File: src/rtl/accumulator_pkg.sv
// Shared types and constants for the accumulator sequencer.
// Width defaults and saturation limits for the 18-bit datapath.
package accumulator_pkg;

    localparam int DATA_W = 18;
    localparam int CNT_W  = 8;

    localparam logic [17:0] SAT_MAX = 18'h1FFFF;
    localparam logic [17:0] SAT_MIN = 18'h20000;

    typedef enum logic [1:0] {
        IDLE,
        CLEAR,
        ACCUM,
        DONE
    } state_t;

endpackage

File: src/rtl/accumulator_sat_add.sv
// Signed two's-complement adder that clamps to the representable range.
// o_ovf flags that a clamp was applied.
module sat_add #(
    parameter int W = accumulator_pkg::DATA_W
) (
    input  logic [W-1:0] i_a,
    input  logic [W-1:0] i_b,
    output logic [W-1:0] o_sum,
    output logic         o_ovf
);

    logic [W:0] w_wide;

    assign w_wide = {i_a[W-1], i_a} + {i_b[W-1], i_b};

    // Top two bits disagree only when the true sum left the W-bit range.
    always_comb begin
        o_ovf = w_wide[W] ^ w_wide[W-1];
        o_sum = w_wide[W-1:0];
        if (o_ovf) begin
            o_sum = w_wide[W] ? {1'b1, {(W-1){1'b0}}}
                              : {1'b0, {(W-1){1'b1}}};
        end
    end

endmodule

File: src/rtl/accumulator_ctrl.sv
// Sequencer for the external accumulator register: clear, accumulate
// a counted operand stream with saturation, then hand off the result.
module accumulator_ctrl #(
    parameter int DATA_W = accumulator_pkg::DATA_W,
    parameter int CNT_W  = accumulator_pkg::CNT_W
) (
    input  logic              clk,
    input  logic              reset,
    input  logic              start,
    input  logic [CNT_W-1:0]  len,
    output logic              busy,
    input  logic              in_valid,
    output logic              in_ready,
    input  logic [DATA_W-1:0] in_data,
    output logic              acc_clear,
    output logic [DATA_W-1:0] acc_datain,
    input  logic [DATA_W-1:0] acc_dataout,
    output logic              out_valid,
    input  logic              out_ready,
    output logic [DATA_W-1:0] out_data,
    output logic              out_sat
);

    import accumulator_pkg::*;

    localparam logic [CNT_W-1:0] CNT_ONE = 1;

    state_t            r_state;
    state_t            w_next;
    logic [CNT_W-1:0]  r_cnt;
    logic              r_sat;
    logic              w_in_hs;
    logic              w_ovf;
    logic [DATA_W-1:0] w_sum;

    sat_add #(
        .W(DATA_W)
    ) u_sat_add (
        .i_a   (acc_dataout),
        .i_b   (in_data),
        .o_sum (w_sum),
        .o_ovf (w_ovf)
    );

    assign w_in_hs  = in_valid && in_ready;
    assign out_data = acc_dataout;
    assign out_sat  = r_sat;

    always_ff @(posedge clk or negedge reset) begin
        if (!reset) begin
            r_state <= IDLE;
        end else begin
            r_state <= w_next;
        end
    end

    always_ff @(posedge clk or negedge reset) begin
        if (!reset) begin
            r_cnt <= '0;
            r_sat <= 1'b0;
        end else if (r_state == IDLE && start) begin
            r_cnt <= len;
            r_sat <= 1'b0;
        end else if (w_in_hs) begin
            r_cnt <= r_cnt - CNT_ONE;
            r_sat <= r_sat | w_ovf;
        end
    end

    always_comb begin
        w_next     = r_state;
        busy       = 1'b1;
        in_ready   = 1'b0;
        out_valid  = 1'b0;
        acc_clear  = 1'b0;
        acc_datain = acc_dataout;
        unique case (r_state)
            IDLE: begin
                busy = 1'b0;
                if (start) w_next = CLEAR;
            end
            CLEAR: begin
                acc_clear  = 1'b1;
                acc_datain = '0;
                w_next     = (r_cnt == '0) ? DONE : ACCUM;
            end
            ACCUM: begin
                in_ready = 1'b1;
                if (in_valid) begin
                    acc_datain = w_sum;
                    if (r_cnt == CNT_ONE) w_next = DONE;
                end
            end
            DONE: begin
                out_valid = 1'b1;
                if (out_ready) w_next = IDLE;
            end
            default: w_next = IDLE;
        endcase
        // Zero the accumulator on the edge(s) seen while reset is held.
        if (!reset) begin
            acc_clear  = 1'b1;
            acc_datain = '0;
        end
    end

endmodule

File: config.mk
export PLATFORM = sky130hd
export DESIGN_NAME = accumulator_ctrl
export DESIGN_NICKNAME = d
export VERILOG_FILES = /design/src/rtl/accumulator_pkg.sv /design/src/rtl/accumulator_sat_add.sv /design/src/rtl/accumulator_ctrl.sv
export SDC_FILE = /design/constraint.sdc
export NUM_CORES = 1
export LEC_CHECK = 0
export CORE_UTILIZATION = 41
export DETAILED_ROUTE_END_ITERATION = 7
export DONT_BUFFER_PORTS = 1
export SYNTH_ARGS = -nofsm -noshare
export SYNTH_HDL_FRONTEND = slang
export SYNTH_SLANG_ARGS = --single-unit
File: constraint.sdc
create_clock -name clk -period 8 [get_ports clk]
set_input_delay 0.8 -clock clk [delete_from_list [all_inputs] [get_ports clk]]
set_output_delay 0.8 -clock clk [all_outputs]
set_load 0.02 [all_outputs]
==> impl_metrics.env <==
export IMPL_crit_start="in_data[12]"
export IMPL_period_needed_ns=4.317
export IMPL_placed_cells=338
export IMPL_crit_path_max_incr_delay_ns=0.67
export IMPL_async_flop_share=1.000
export IMPL_synth_avg_cell_area_um2=7.549
export IMPL_wl_um=5699
export IMPL_core_area_um2=5205
export IMPL_p_total_mw=0.5853
export IMPL_hold_viol=0
export IMPL_synth_top_family_by_area="compound AO/OA/AOI/OAI gates"
export IMPL_pre_cts_ws_ns=3.692
export IMPL_die_h_um=76.08
export IMPL_first_pass_iters=4
export IMPL_initial_utilization=0.4322
export IMPL_yosys_area_share_simple=0.2047
export IMPL_drv_slew=0
export IMPL_cts_sinks=11
export IMPL_ir_worst_vdd_v=0.0001893
export IMPL_reg2reg_from="r_state[0]"
export IMPL_drc=0
export IMPL_overflow=0
export IMPL_cts_buffers=3
export IMPL_viasPerCell=6.012
export IMPL_finalCritPeriodShare=0.5396
export IMPL_ant_nets=0
export IMPL_setup_tns_ns=0
export IMPL_antenna_found_initial=0
export IMPL_power_density_nw_per_um2=268.5
export IMPL_antenna_cells=0
export IMPL_clock_path_buffers=2
export IMPL_synthAdderAreaFrac=0.1479
export IMPL_timing_rr_end="r_cnt[5]"
export IMPL_endpoint="acc_datain[0]"
export IMPL_worst_pin_slew_ns=1.140
export IMPL_muxShareOfSynthArea=0.005006
export IMPL_stdcell_count=342
export IMPL_crit_path_start_kind="input pin"
export IMPL_drtIter0Drc=117
export IMPL_routed_via_count=2056
export IMPL_synth_top_flop_cell="dfrtp_1"
export IMPL_synthesis_area_um2=2250
export IMPL_nets=348
export IMPL_syn_inst=298
export IMPL_synth_compound_area_frac=0.3287
export IMPL_fillers=548
export IMPL_yosys_warnings=0
export IMPL_cts_tree="yes"
export IMPL_root_buffer="clkbuf_8"
export IMPL_multi_input_area_um2=1697
export IMPL_end_kind="output port"
export IMPL_required_ns=7.20
export IMPL_r2r_slack_ns=5.79
export IMPL_seqCellArea_um2=275.3
export IMPL_drive_above_1_share=0.07721
export IMPL_port_buffers=0
export IMPL_cts_resized=0
export IMPL_fmax_ghz=0.2317
export IMPL_post_cts_buffers=0
export IMPL_hold_class="input pin to async pin"
export IMPL_grt_pass1_vias=1884
export IMPL_rows=26
export IMPL_status="finished clean"
export IMPL_grt_use_total=0.1897
export IMPL_slowest_stage="a221oi_1"
export IMPL_worstPathCellList="ha_1, a21o_1, a311o_1, a211oi_2, o31ai_2, or3_4, and2_4, a221oi_1"
export IMPL_ios=90
export IMPL_path_class="input pin to output port"
export IMPL_power_leakage_nw=0.8722
export IMPL_seq_area_frac_synth=0.1224
export IMPL_h_tree_depth=1
export IMPL_grt_max_degree=28
export IMPL_setup_viol=0
export IMPL_r2r_cells=7
export IMPL_clk_pin_slew_worst_paths_ns=0.05
export IMPL_dieArea_um2=5787
export IMPL_syn_nets=373
export IMPL_ys_types=56
export IMPL_critPathArrivalTime_ns=3.52
export IMPL_clk_latency_ns=0.24
export IMPL_synth_xor_area_share=0.06618
export IMPL_critPathMaxFanout=13
export IMPL_grt_pass1_wl_um=9045
export IMPL_synth_edf_count=0
export IMPL_gp_routability_congestion=0.8713
export IMPL_rsz0062_at_grt="no"
export IMPL_maxSlewHeadroom=0.2399
export IMPL_final_setup_worst_slack_ns=3.683
export IMPL_cts_hold_buffers=0
export IMPL_yosys_register_bits=11
export IMPL_dpl_hpwl_um=4416
export IMPL_area_delta_synth_final_pct=-3.115
export IMPL_die_w_um=76.08
export IMPL_maxCapViolCount=0
export IMPL_fin_worst_skew_ns=0.004344
export IMPL_wl_per_cell_um=16.66
## report_power, final
| part | switching, mW | internal, mW |
|---|---|---|
| Clock | 0.0200 | 0.0349 |
| Combinational | 0.274 | 0.145 |
| Sequential | 0.0272 | 0.0840 |
| Total | 0.321 | 0.264 |
## critical path: cells and delay by family
family,cells,cell delay [ns]
and+or+nand+nor,2,0.68
adders and majority gates,1,0.37
AOI/OAI and AO/OA,5,1.66
## worst min path at each step
| stage | endpoint | slack [ns] | cells after the start |
|---|---|---|---|
| 3_5_place_dp | out_sat | 0.50 | 0 |
| 3_3_place_gp | out_sat | 0.50 | 0 |
| 6_report | r_state[0] | 0.26 | 0 |
| 4_1_cts | out_sat | 0.25 | 0 |
| 2_1_floorplan | out_sat | 0.50 | 0 |
| 5_1_grt | r_state[0] | 0.24 | 0 |
## area by class of cell
class | count | area share
well taps | 70 | 0.04018
inverters | 20 | 0.03444
flip-flops and latches | 11 | 0.1263
clock buffers | 4 | 0.02067
multi-input cells | 237 | 0.7784
## synthesized netlist by cell type, types with 4 or more instances
cell type	number	area, um^2
nor3_1	6	30.03
clkbuf_1	8	30.03
and3_1	6	37.54
o31ai_1	5	37.54
a221oi_2	10	150.1
inv_1	19	71.32
nand3_1	11	55.05
a21oi_1	27	135.1
dfrtp_1	11	275.3
nand4_1	4	25.02
xnor2_1	12	105.1
o21a_1	6	45.04
o21ai_0	18	90.09
a31oi_1	4	25.02
nor2_1	14	52.55
xor2_1	5	43.79
ha_1	25	312.8
buf_4	19	142.6
a21o_1	4	30.03
o211ai_1	4	30.03
nand2_1	34	127.6
## cell families after synthesis
family                     after synthesis
DFF                                     11
AOI/OAI and AO/OA                      100
adders and majority gates               26
xor gates and xnor gates                17
buffers and inverters                   50
muxes                                    1
and+or+nand+nor                         93
## registers in the layout (all words and copies together), names as in the netlist
| signal | cells |
|---|---|
| r_cnt | 8 |
| r_state | 2 |
| out_sat | 1 |
## cells in the final DEF (no fill, tap or decap), drive strengths merged, types with 5 or more instances in the layout
cell    instances
xor2            5
nor3            6
and3            6
nand2          34
and2            5
a21oi          27
o21ai          19
a221oi         13
dfrtp          11
o21a            6
inv            19
nand3          11
nor2           14
ha             25
o31ai           6
xnor2          12
## per-stage QoR
step | util | instance area [um^2] | hold WS, ns
final | 0.4188 | 2180 | 0.2551
after global routing | 0.4188 | 2180 | 0.2416
after CTS | 0.4188 | 2180 | 0.2502
after detailed placement | 0.4101 | 2135 | 0.5048
after global placement | 0.4101 | 2135 | 0.5048
after floorplan | - | 2250 | 0.5044
## routing by layer
layer / share of wire / global-route usage / vias to the layer above / routed length [um]
li1: - / - / 1038 / -
met1: 0.46 / 0.2568 / 935 / 2642
met4: 0.0019 / 0.02692 / 0 / 11
met3: 0.095 / 0.05150 / 2 / 542
met2: 0.44 / 0.3073 / 81 / 2503
met5: 0 / 0 / - / 0
Note: power is estimated with default switching activity, not from simulation.
